<file path="config.mk">
export PLATFORM = sky130hd
export DESIGN_NAME = uart_rx_edge_bit_counter
export DESIGN_NICKNAME = d
export VERILOG_FILES = /design/src/rtl/uart_rx_edge_bit_counter.sv
export SDC_FILE = /design/constraint.sdc
export NUM_CORES = 1
export LEC_CHECK = 0
export CAP_MARGIN = 20
export CORE_MARGIN = 1
export CORE_UTILIZATION = 30
export DETAILED_ROUTE_END_ITERATION = 10
export GPL_ROUTABILITY_DRIVEN = 0
export SETUP_SLACK_MARGIN = 0.3
export SYNTH_ARGS = -nofsm -noshare
export SYNTH_HDL_FRONTEND = slang
export SYNTH_SLANG_ARGS = --single-unit
</file>
<file path="constraint.sdc">
create_clock -name clk -period 6.65 [get_ports clk]
set_clock_uncertainty 0.15 [all_clocks]
set_input_delay 1.33 -clock clk [delete_from_list [all_inputs] [get_ports clk]]
set_output_delay 1.33 -clock clk [all_outputs]
set_load 0.1 [all_outputs]
</file>
<file path="src/rtl/uart_rx_edge_bit_counter.sv">
// -----------------------------------------------------------------------------
// uart_rx_edge_bit_counter
//
// Oversampling timebase for the UART receiver. Counts oversample clock edges
// within each bit and bits within each frame, and decodes the strobes used by
// the data sampler and the RX FSM.
//
// Prescale and frame length are captured on the first enabled edge of a frame.
// Later changes on those inputs are ignored until enable is dropped and
// reasserted. An invalid captured configuration parks the block in an error
// state with cfg_err high and the counters at zero.
//
// Ports
//   clk         rising-edge clock
//   rst_n       synchronous active-low reset
//   enable      high while a frame is being received; low clears the block
//   prescale    oversample edges per bit (even, >= 4)
//   frame_len   bits per frame, start..stop inclusive (>= 2)
//   edge_cnt    edge index within the current bit, 0..P-1
//   bit_cnt     bit index within the current frame, 0..L-1
//   sample_stb  high on the three majority-vote sample edges
//   sample_mid  high on the centre sample edge only
//   bit_done    pulse on the last edge of each bit
//   frame_done  pulse on the last edge of the last bit of a frame
//   cfg_err     captured configuration is invalid
// -----------------------------------------------------------------------------
module uart_rx_edge_bit_counter #(
  parameter int PRESCALE_W = 6,
  parameter int BIT_CNT_W  = 4
) (
  input  logic                  clk,
  input  logic                  rst_n,
  input  logic                  enable,
  input  logic [PRESCALE_W-1:0] prescale,
  input  logic [BIT_CNT_W-1:0]  frame_len,
  output logic [PRESCALE_W-1:0] edge_cnt,
  output logic [BIT_CNT_W-1:0]  bit_cnt,
  output logic                  sample_stb,
  output logic                  sample_mid,
  output logic                  bit_done,
  output logic                  frame_done,
  output logic                  cfg_err
);

  typedef enum logic [1:0] {
    ST_IDLE  = 2'd0,
    ST_COUNT = 2'd1,
    ST_ERROR = 2'd2
  } state_t;

  localparam logic [PRESCALE_W-1:0] P_ZERO = '0;
  localparam logic [PRESCALE_W-1:0] P_ONE  = PRESCALE_W'(1);
  localparam logic [PRESCALE_W-1:0] P_MIN  = PRESCALE_W'(4);
  localparam logic [BIT_CNT_W-1:0]  L_ZERO = '0;
  localparam logic [BIT_CNT_W-1:0]  L_ONE  = BIT_CNT_W'(1);
  localparam logic [BIT_CNT_W-1:0]  L_MIN  = BIT_CNT_W'(2);

  // A prescale below 4 leaves no room for three distinct sample edges, and an
  // odd prescale has no exact centre edge.
  function automatic logic cfg_invalid(input logic [PRESCALE_W-1:0] p,
                                       input logic [BIT_CNT_W-1:0]  l);
    return (p < P_MIN) || p[0] || (l < L_MIN);
  endfunction

  state_t                  state_q, state_d;
  logic [PRESCALE_W-1:0]   edge_q, edge_d;
  logic [BIT_CNT_W-1:0]    bit_q, bit_d;
  logic [PRESCALE_W-1:0]   p_q, p_d;
  logic [BIT_CNT_W-1:0]    l_q, l_d;

  logic                    active_q;
  logic                    err_q;
  logic                    last_edge;
  logic                    last_bit;
  logic [PRESCALE_W-1:0]   half_p;
  logic                    qual;

  assign active_q  = (state_q != ST_IDLE);
  assign err_q     = (state_q == ST_ERROR);
  assign last_edge = (edge_q == (p_q - P_ONE));
  assign last_bit  = (bit_q == (l_q - L_ONE));
  assign half_p    = p_q >> 1;

  // ---------------------------------------------------------------------------
  // Next-state and counter logic
  // ---------------------------------------------------------------------------
  always_comb begin
    state_d = state_q;
    edge_d  = edge_q;
    bit_d   = bit_q;
    p_d     = p_q;
    l_d     = l_q;

    if (!enable) begin
      state_d = ST_IDLE;
      edge_d  = P_ZERO;
      bit_d   = L_ZERO;
    end else begin
      unique case (state_q)
        ST_IDLE: begin
          p_d = prescale;
          l_d = frame_len;
          if (cfg_invalid(prescale, frame_len)) begin
            state_d = ST_ERROR;
            edge_d  = P_ZERO;
            bit_d   = L_ZERO;
          end else begin
            // The capturing edge is itself edge 0 of bit 0.
            state_d = ST_COUNT;
            edge_d  = P_ONE;
            bit_d   = L_ZERO;
          end
        end
        ST_COUNT: begin
          if (last_edge) begin
            edge_d = P_ZERO;
            // Wrap straight into the next frame so back-to-back frames run
            // without a dead cycle.
            bit_d  = last_bit ? L_ZERO : (bit_q + L_ONE);
          end else begin
            edge_d = edge_q + P_ONE;
          end
        end
        ST_ERROR: begin
          edge_d = P_ZERO;
          bit_d  = L_ZERO;
        end
        default: begin
          state_d = ST_IDLE;
          edge_d  = P_ZERO;
          bit_d   = L_ZERO;
        end
      endcase
    end
  end

  // ---------------------------------------------------------------------------
  // Control registers
  // ---------------------------------------------------------------------------
  always_ff @(posedge clk) begin
    if (!rst_n) begin
      state_q <= ST_IDLE;
      edge_q  <= P_ZERO;
      bit_q   <= L_ZERO;
    end else begin
      state_q <= state_d;
      edge_q  <= edge_d;
      bit_q   <= bit_d;
    end
  end

  // Captured configuration is only consulted while active, so it needs no reset.
  always_ff @(posedge clk) begin
    p_q <= p_d;
    l_q <= l_d;
  end

  // ---------------------------------------------------------------------------
  // Strobe decode
  // ---------------------------------------------------------------------------
  assign qual = active_q & ~err_q & enable;

  assign edge_cnt   = edge_q;
  assign bit_cnt    = bit_q;
  assign cfg_err    = err_q;
  assign sample_stb = qual & ((edge_q == (half_p - P_ONE)) ||
                              (edge_q == half_p) ||
                              (edge_q == (half_p + P_ONE)));
  assign sample_mid = qual & (edge_q == half_p);
  assign bit_done   = qual & last_edge;
  assign frame_done = qual & last_edge & last_bit;

endmodule

</file>
==> results of run 1 <==
==> worst max path at each step <==
stage | endpoint | depth (start not counted) | slack (ns) | from
5_1_grt | frame_done | 4 | 1.30 | enable
4_1_cts | frame_done | 4 | 1.39 | enable
3_5_place_dp | frame_done | 4 | 1.39 | enable
3_3_place_gp | frame_done | 4 | 1.41 | enable
2_1_floorplan | frame_done | 6 | 1.12 | edge_cnt[3]$_SDFF_PN0_
6_report | frame_done | 4 | 1.40 | enable
==> stage by stage <==
stage | setup slack [ns] | utilization [%]
finish | 1.40 | 39.1
global placement | 1.41 | 38.2
floorplan | 1.12 | -
global route | 1.30 | 39.1
CTS | 1.39 | 39.1
detailed placement | 1.39 | 38.2
==> power groups by stage <==
stage | logic [uW] | registers (uW) | clock network, uW
after floorplan | 48.1 | 157 | 0
after global placement | 62.9 | 159 | 0
after detailed placement | 63.4 | 159 | 0
after CTS | 63.6 | 156 | 87.1
after global routing | 69.8 | 157 | 92.0
final | 63.2 | 156 | 83.8
==> sequential cells by signal (all words and copies together), names as in the netlist <==
signal and cells:
bit_cnt 4, edge_cnt 6, l_q 4, p_q 6
state_q 2
==> tightest hold or removal path: cells and delay by family, from the launching register on <==
kind / cells / cell delay (ns)
AOI/OAI and AO/OA: 1 / 0.06
DFF: 1 / 0.35
and+or+nand+nor: 1 / 0.06
==> area by class of cell <==
class | instances | share of cell area [%]
Sequential cell | 22 | 28.5
Multi-Input combinational cell | 125 | 49.1
Timing Repair Buffer | 27 | 14.2
Inverter | 7 | 1.38
Clock buffer | 4 | 2.37
Tap cell | 67 | 4.42
==> cells in the mapped netlist <==
library cell	n
sky130_fd_sc_hd__or3_1	1
sky130_fd_sc_hd__and2_1	2
sky130_fd_sc_hd__clkbuf_1	1
sky130_fd_sc_hd__nor2b_1	3
sky130_fd_sc_hd__xnor2_1	11
sky130_fd_sc_hd__nand4_1	3
sky130_fd_sc_hd__and3_1	4
sky130_fd_sc_hd__buf_2	1
sky130_fd_sc_hd__xor2_1	13
sky130_fd_sc_hd__edfxtp_1	10
sky130_fd_sc_hd__o311a_1	2
sky130_fd_sc_hd__nor2_2	1
sky130_fd_sc_hd__ha_1	10
sky130_fd_sc_hd__nand4b_1	2
sky130_fd_sc_hd__and3_2	1
sky130_fd_sc_hd__nor3b_1	2
sky130_fd_sc_hd__o21a_1	1
sky130_fd_sc_hd__or3b_2	1
sky130_fd_sc_hd__mux2_2	1
sky130_fd_sc_hd__xor3_1	1
sky130_fd_sc_hd__or3_4	1
sky130_fd_sc_hd__a21boi_1	1
sky130_fd_sc_hd__a21oi_1	6
sky130_fd_sc_hd__nand3_1	7
sky130_fd_sc_hd__and3b_2	1
sky130_fd_sc_hd__o2111ai_4	1
sky130_fd_sc_hd__and4b_1	1
sky130_fd_sc_hd__mux2i_1	1
sky130_fd_sc_hd__o21ai_0	6
sky130_fd_sc_hd__nor3_1	13
sky130_fd_sc_hd__nor2_1	9
sky130_fd_sc_hd__a31oi_1	3
sky130_fd_sc_hd__inv_1	7
sky130_fd_sc_hd__o211ai_1	1
sky130_fd_sc_hd__a31o_1	1
sky130_fd_sc_hd__buf_6	3
sky130_fd_sc_hd__buf_1	1
sky130_fd_sc_hd__a211oi_1	2
sky130_fd_sc_hd__a31o_4	1
sky130_fd_sc_hd__nor2b_4	1
sky130_fd_sc_hd__nor4_1	1
sky130_fd_sc_hd__dfxtp_1	12
sky130_fd_sc_hd__o2111a_1	1
sky130_fd_sc_hd__nand2_1	8
==> metal layers <==
metal	share of wire [%]	track usage, %
met1	48	15.9
met2	49	21.0
met3	2.3	1.37
met4	0.88	4.49
met5	0	0
==> kinds of logic (layout without fill, tap and decap cells) <==
family                     count (synthesis)  in the layout  share of synthesized area (%)
muxes                                      2              2                           1.38
buffers and inverters                     13             38                           4.70
adders and majority gates                 10             10                           8.10
AOI/OAI and AO/OA                         26             26                           13.0
DFF                                       22             22                           35.0
and+or+nand+nor                           62             62                           22.8
xor gates and xnor gates                  25             25                           15.1
==> flow_results.xml, run 1 <==
<?xml version="1.0" encoding="UTF-8"?>
<metrics>
  <group name="pwr">
    <metric name="power.ir.vdd_worst" unit="uV">120</metric>
    <metric name="total_power" unit="uW">303</metric>
    <metric name="power_internal" unit="uW">219</metric>
    <metric name="power_frac_comb" unit="%">20.9</metric>
    <metric name="switching_share" unit="%">27.7</metric>
    <metric name="p_switching" unit="uW">83.8</metric>
    <metric name="power.density" unit="mW/mm2">160</metric>
    <metric name="clkPwrFrac" unit="%">27.6</metric>
    <metric name="power_leakage" unit="uW">0.000682</metric>
    <metric name="seq_power_share" unit="%">51.5</metric>
  </group>
  <group name="sta">
    <metric name="count_of_final_max_slew_check_failures" unit="">0</metric>
    <metric name="final-hold-violation-count" unit="">0</metric>
    <metric name="timing.hold.ws" unit="ns">0.374</metric>
    <metric name="report.final.setup_viol" unit="">0</metric>
    <metric name="maxClockFrequency" unit="MHz">190</metric>
    <metric name="final_period_util" unit="%">79.0</metric>
    <metric name="final.setup.tns" unit="ns">0</metric>
    <metric name="transition_time_at_the_pin_with_the_least_slew_margin" unit="ns">0.968</metric>
    <metric name="slew_headroom" unit="%">35.3</metric>
    <metric name="min_period" unit="ns">5.25</metric>
    <metric name="rsz0062_at_grt" unit="">no</metric>
  </group>
  <group name="layout">
    <metric name="mostFrequentLayoutCells" unit="">sky130_fd_sc_hd__clkdlybuf4s50_1, sky130_fd_sc_hd__xor2_1, sky130_fd_sc_hd__nor3_1</metric>
    <metric name="finalNetCount" unit="">209</metric>
    <metric name="fin_area" unit="mm2">0.00190</metric>
    <metric name="layout.cells.most_common" unit="">sky130_fd_sc_hd__clkdlybuf4s50_1</metric>
    <metric name="insertedDiodeCount" unit="">0</metric>
    <metric name="fillerInstances" unit="">490</metric>
    <metric name="area_delta_synth_final" unit="%">22.8</metric>
    <metric name="final_layout_size_suffix_gt1_share" unit="%">6.49</metric>
    <metric name="final_cells" unit="">252</metric>
    <metric name="final-seq-area" unit="um2">541</metric>
    <metric name="multi_input_area" unit="um2">932</metric>
  </group>
  <group name="placement">
    <metric name="port_buffers" unit="">27</metric>
    <metric name="dpl_cell_area" unit="mm2">0.00185</metric>
    <metric name="placedCellCount" unit="">248</metric>
    <metric name="detailed_place_hpwl" unit="um">2390</metric>
  </group>
  <group name="clock_network">
    <metric name="tritoncts" unit="">yes</metric>
    <metric name="post_cts_resize_count" unit="">0</metric>
    <metric name="clock_latency" unit="ns">0.26</metric>
    <metric name="cts.path.max_buffers" unit="">2</metric>
    <metric name="ctsRootBufferMaster" unit="">sky130_fd_sc_hd__clkbuf_8</metric>
    <metric name="cts_buffers" unit="">3</metric>
    <metric name="tritoncts_num_sinks" unit="">22</metric>
    <metric name="clk_pin_slew" unit="ns">0.07</metric>
    <metric name="cts_hold_repair.buffers" unit="">0</metric>
    <metric name="cts_max_level" unit="">1</metric>
    <metric name="postCtsSetupRepairBufs" unit="">0</metric>
  </group>
  <group name="worst_setup_path">
    <metric name="cells_along_the_critical_path" unit="">clkdlybuf4s50_1 -&gt; or3b_2 -&gt; nor3_1 -&gt; clkdlybuf4s50_1</metric>
    <metric name="worstPathRequired" unit="ns">5.17</metric>
    <metric name="timing.setup.critical_path_class" unit="">primary input to output port</metric>
    <metric name="rr_endpoint" unit="">bit_cnt[2]$_SDFFE_PN0P_</metric>
    <metric name="cp.arrival" unit="ns">3.77</metric>
    <metric name="worst-r2r-setup-slack" unit="ns">4.15</metric>
    <metric name="endpoint_kind" unit="">output port</metric>
    <metric name="worst_path_largest_cell_delay" unit="ns">1.15</metric>
    <metric name="cp.buffers_inverters" unit="">2</metric>
    <metric name="crit_path_top_delay_cell" unit="">sky130_fd_sc_hd__clkdlybuf4s50_1</metric>
    <metric name="worst_r2r_startpoint" unit="">p_q[2]$_DFFE_PP_</metric>
    <metric name="crit_path_max_fanout" unit="">5</metric>
    <metric name="path_common_cell" unit="">sky130_fd_sc_hd__clkdlybuf4s50_1</metric>
    <metric name="critPathTopFamily" unit="">buffers and inverters</metric>
    <metric name="worstSetupStartpointType" unit="">primary input</metric>
    <metric name="timing.reg2reg.worst_path_depth" unit="">7</metric>
  </group>
  <group name="logic_synthesis">
    <metric name="synth_seq_cells" unit="">22</metric>
    <metric name="synthCells" unit="">160</metric>
    <metric name="synth_largest_type_area_fraction" unit="%">19.4</metric>
    <metric name="synth_nets" unit="">183</metric>
    <metric name="synth.largest_area_cell" unit="">sky130_fd_sc_hd__edfxtp_1</metric>
    <metric name="syn_warnings" unit="">0</metric>
    <metric name="yosysUniqueCellTypes" unit="">44</metric>
    <metric name="synth_area_leaders" unit="">sky130_fd_sc_hd__edfxtp_1, sky130_fd_sc_hd__dfxtp_1, sky130_fd_sc_hd__ha_1</metric>
    <metric name="synthesis.area" unit="mm2">0.00155</metric>
    <metric name="synth-seq-area-share" unit="%">35.0</metric>
    <metric name="synth_area_per_cell" unit="um2">9.66</metric>
  </group>
  <group name="die">
    <metric name="floorplan.initialDensity" unit="%">31.9</metric>
    <metric name="die_width" unit="um">73.8</metric>
    <metric name="num_io_pins" unit="">28</metric>
    <metric name="core_region_area" unit="mm2">0.00485</metric>
    <metric name="placementRows" unit="">25</metric>
    <metric name="die_area" unit="mm2">0.00544</metric>
    <metric name="die-height" unit="um">73.8</metric>
  </group>
  <group name="grt">
    <metric name="grt_overflow_total" unit="">0</metric>
    <metric name="number_of_global_route_vias_before_repair" unit="">1147</metric>
    <metric name="grt_start_max_net_pins" unit="">15</metric>
    <metric name="global_route_wire_length_before_repair" unit="um">5210</metric>
    <metric name="groute.usage.overall" unit="%">12.3</metric>
    <metric name="initial_antenna_violation_count" unit="">0</metric>
  </group>
  <group name="worst_hold_path">
    <metric name="hold_path_startpoint" unit="">bit_cnt[3]$_SDFFE_PN0P_</metric>
    <metric name="holdPathEnd" unit="">bit_cnt[3]$_SDFFE_PN0P_</metric>
    <metric name="hold_path_class" unit="">flip-flop to flip-flop</metric>
    <metric name="cell_depth_of_the_worst_min_delay_path" unit="">2</metric>
  </group>
  <group name="drt">
    <metric name="num_vias" unit="">1215</metric>
    <metric name="final_antenna_net_count" unit="">0</metric>
    <metric name="vias_per_cell" unit="">4.82</metric>
    <metric name="drt_drc_violations_left" unit="">0</metric>
    <metric name="post_drt_wl_per_cell" unit="um">12.2</metric>
    <metric name="first_pass_iters" unit="">4</metric>
    <metric name="drt_first_iter_violations" unit="">43</metric>
    <metric name="totalWireLength" unit="um">3070</metric>
  </group>
  <group name="status">
    <metric name="outcome" unit="">finished clean</metric>
  </group>
  <group name="run">
    <metric name="max-cap-violations" unit="">0</metric>
  </group>
</metrics>
Power figures use the tool's default switching activity.
==> run 2: changes to the inputs <==
clock period = 4.8 ns   (was 6.65 ns; I/O delays follow)
==> run 2 against run 1 <==
  * Non-clock buffer count is the same
  * Critical path depth is 4 higher
  * Cell area is 1.2% higher
  * Register-to-register slack worse by 1.9 ns
  * Clock power rose by 81%
  * Largest power group unchanged
==> flow_results.xml, run 2 (synthesis gave the netlist of run 1 again) <==
<?xml version="1.0" encoding="UTF-8"?>
<metrics>
  <group name="layout">
    <metric name="postLayoutCoreUtil" unit="%">39.6</metric>
    <metric name="insertedDiodeCount" unit="">0</metric>
    <metric name="layout.cells.most_common" unit="">sky130_fd_sc_hd__clkdlybuf4s50_1</metric>
    <metric name="final_layout_size_suffix_gt1_share" unit="%">10.3</metric>
    <metric name="mostFrequentLayoutCells" unit="">sky130_fd_sc_hd__clkdlybuf4s50_1, sky130_fd_sc_hd__xor2_1, sky130_fd_sc_hd__nor3_1, sky130_fd_sc_hd__dfxtp_1, sky130_fd_sc_hd__xnor2_1</metric>
    <metric name="area_delta_synth_final" unit="%">24.3</metric>
    <metric name="multi_input_area" unit="um2">943</metric>
    <metric name="final-seq-area" unit="um2">541</metric>
    <metric name="fillerInstances" unit="">487</metric>
    <metric name="finalNetCount" unit="">209</metric>
  </group>
  <group name="worst_setup_path">
    <metric name="cells_along_the_critical_path" unit="">inv_1 -&gt; ha_1 -&gt; a21boi_1 -&gt; and3_1 -&gt; o2111a_1 -&gt; nand2_1 -&gt; nor3_2 -&gt; buf_4</metric>
    <metric name="endpoint_kind" unit="">output port</metric>
    <metric name="critPathTopFamily" unit="">simple AND/OR/NAND/NOR gates</metric>
    <metric name="wp_depth" unit="">8</metric>
    <metric name="cp.arrival" unit="ns">2.71</metric>
    <metric name="worstSetupStartpointType" unit="">flip-flop</metric>
    <metric name="worstPathRequired" unit="ns">3.69</metric>
    <metric name="timing.reg2reg.worst_path_depth" unit="">7</metric>
    <metric name="crit_path_max_fanout" unit="">10</metric>
    <metric name="crit_path_top_delay_cell" unit="">sky130_fd_sc_hd__edfxtp_1</metric>
    <metric name="timing.setup.critical_path_class" unit="">flip-flop to output port</metric>
    <metric name="worst_path_largest_cell_delay" unit="ns">0.55</metric>
    <metric name="cp.buffers_inverters" unit="">2</metric>
  </group>
  <group name="drt">
    <metric name="drt_drc_violations_left" unit="">0</metric>
    <metric name="first_pass_iters" unit="">4</metric>
    <metric name="drt_first_iter_violations" unit="">62</metric>
    <metric name="totalWireLength" unit="um">3140</metric>
    <metric name="num_vias" unit="">1231</metric>
    <metric name="post_drt_wl_per_cell" unit="um">12.5</metric>
    <metric name="vias_per_cell" unit="">4.88</metric>
    <metric name="final_antenna_net_count" unit="">0</metric>
  </group>
  <group name="grt">
    <metric name="grt_start_max_net_pins" unit="">15</metric>
    <metric name="initial_antenna_violation_count" unit="">0</metric>
    <metric name="globalRouteMet3Util" unit="%">1.78</metric>
    <metric name="grt_overflow_total" unit="">0</metric>
    <metric name="global_route.usage.met1" unit="%">16.7</metric>
    <metric name="gr-max-usage-layer" unit="">met2</metric>
    <metric name="number_of_global_route_vias_before_repair" unit="">1168</metric>
    <metric name="groute.usage.overall" unit="%">12.8</metric>
    <metric name="met2_usage" unit="%">21.0</metric>
    <metric name="global_route_wire_length_before_repair" unit="um">5340</metric>
  </group>
  <group name="die">
    <metric name="die_width" unit="um">73.8</metric>
    <metric name="floorplan.initialDensity" unit="%">31.9</metric>
    <metric name="die_area" unit="mm2">0.00544</metric>
    <metric name="num_io_pins" unit="">28</metric>
    <metric name="die-height" unit="um">73.8</metric>
    <metric name="core_region_area" unit="mm2">0.00485</metric>
    <metric name="placementRows" unit="">25</metric>
  </group>
  <group name="sta">
    <metric name="slew_headroom" unit="%">35.0</metric>
    <metric name="min_period" unit="ns">3.82</metric>
    <metric name="transition_time_at_the_pin_with_the_least_slew_margin" unit="ns">0.972</metric>
    <metric name="report.final.setup_viol" unit="">0</metric>
    <metric name="rsz0062_at_grt" unit="">no</metric>
    <metric name="final-hold-violation-count" unit="">0</metric>
    <metric name="count_of_final_max_slew_check_failures" unit="">0</metric>
    <metric name="final.setup.tns" unit="ns">0</metric>
    <metric name="maxClockFrequency" unit="MHz">262</metric>
    <metric name="final_period_util" unit="%">79.5</metric>
  </group>
  <group name="status">
    <metric name="outcome" unit="">finished clean</metric>
  </group>
  <group name="clock_network">
    <metric name="clk_pin_slew" unit="ns">0.09</metric>
    <metric name="cts_max_level" unit="">1</metric>
    <metric name="cts.path.max_buffers" unit="">2</metric>
    <metric name="tritoncts" unit="">yes</metric>
    <metric name="cts_buffers" unit="">3</metric>
    <metric name="ctsRootBufferMaster" unit="">sky130_fd_sc_hd__clkbuf_8</metric>
    <metric name="cts_hold_repair.buffers" unit="">0</metric>
    <metric name="tritoncts_num_sinks" unit="">22</metric>
    <metric name="clock_latency" unit="ns">0.27</metric>
    <metric name="post_cts_resize_count" unit="">0</metric>
    <metric name="postCtsSetupRepairBufs" unit="">0</metric>
  </group>
  <group name="worst_hold_path">
    <metric name="hold_path_class" unit="">flip-flop to flip-flop</metric>
    <metric name="cell_depth_of_the_worst_min_delay_path" unit="">2</metric>
  </group>
  <group name="run">
    <metric name="max-cap-violations" unit="">0</metric>
  </group>
  <group name="pwr">
    <metric name="power.ir.vdd_worst" unit="uV">153</metric>
    <metric name="power.density" unit="mW/mm2">238</metric>
    <metric name="power_leakage" unit="uW">0.000702</metric>
  </group>
  <group name="placement">
    <metric name="port_buffers" unit="">27</metric>
    <metric name="detailed_place_hpwl" unit="um">2470</metric>
  </group>
</metrics>
==> run 2: cell types whose count changed in the layout (fill, tap and decap cells not counted), sizes merged <==
cell | before | now
clkdlybuf4s50 | 27 | 23
buf | 0 | 4
==> run 2: where the power goes <==
group,leakage [uW],internal [uW],switching [uW],total (uW)
clock,0.0000339,90.5,62.0,152
sequential,0.000193,205,11.2,216
combinational,0.000474,39.6,48.3,87.9
total,0.000702,335,121,457
==> run 2: area by class of cell <==
class / count / share of cell area, %
clock buffers: 4 / 3.45
inverters: 7 / 1.37
multi-input cells: 125 / 49.1
flip-flops and latches: 22 / 28.1
well taps: 67 / 4.36
repair buffers: 27 / 13.6
==> run 2: final timing paths <==
| check | slack, ns | from | endpoint |
|---|---|---|---|
| max reg2reg | 2.27 | p_q[2]$_DFFE_PP_ | bit_cnt[2]$_SDFFE_PN0P_ |
| min reg2reg | 0.38 | state_q[1]$_SDFFE_PN0N_ | state_q[1]$_SDFFE_PN0N_ |
| max | 0.98 | p_q[2]$_DFFE_PP_ | frame_done |
| min | 0.38 | state_q[1]$_SDFFE_PN0N_ | state_q[1]$_SDFFE_PN0N_ |
==> run 2: metrics by stage <==
step	instances	total power (uW)	instance area [um2]	setup WS, ns	hold WS (ns)
after floorplan	160	285	1560	0.448	0.334
after detailed placement	248	309	1850	1.12	0.366
after CTS	252	460	1920	0.997	0.387
final	252	457	1920	0.982	0.384
after global placement	248	308	1850	1.14	0.364
after global routing	252	478	1920	0.843	0.444
==> run 2: tightest hold or removal path, cell delays in order, from the launching register on <==
cell and delay (ns):
sky130_fd_sc_hd__dfxtp_1 0.33, sky130_fd_sc_hd__a21oi_1 0.12, sky130_fd_sc_hd__nor2_1 0.05
==> run 2: routing by layer <==
layer	vias up	share of wire (%)
met5	-	0
met4	0	1.1
met3	4	2.8
met2	20	49
met1	572	47
li1	635	-
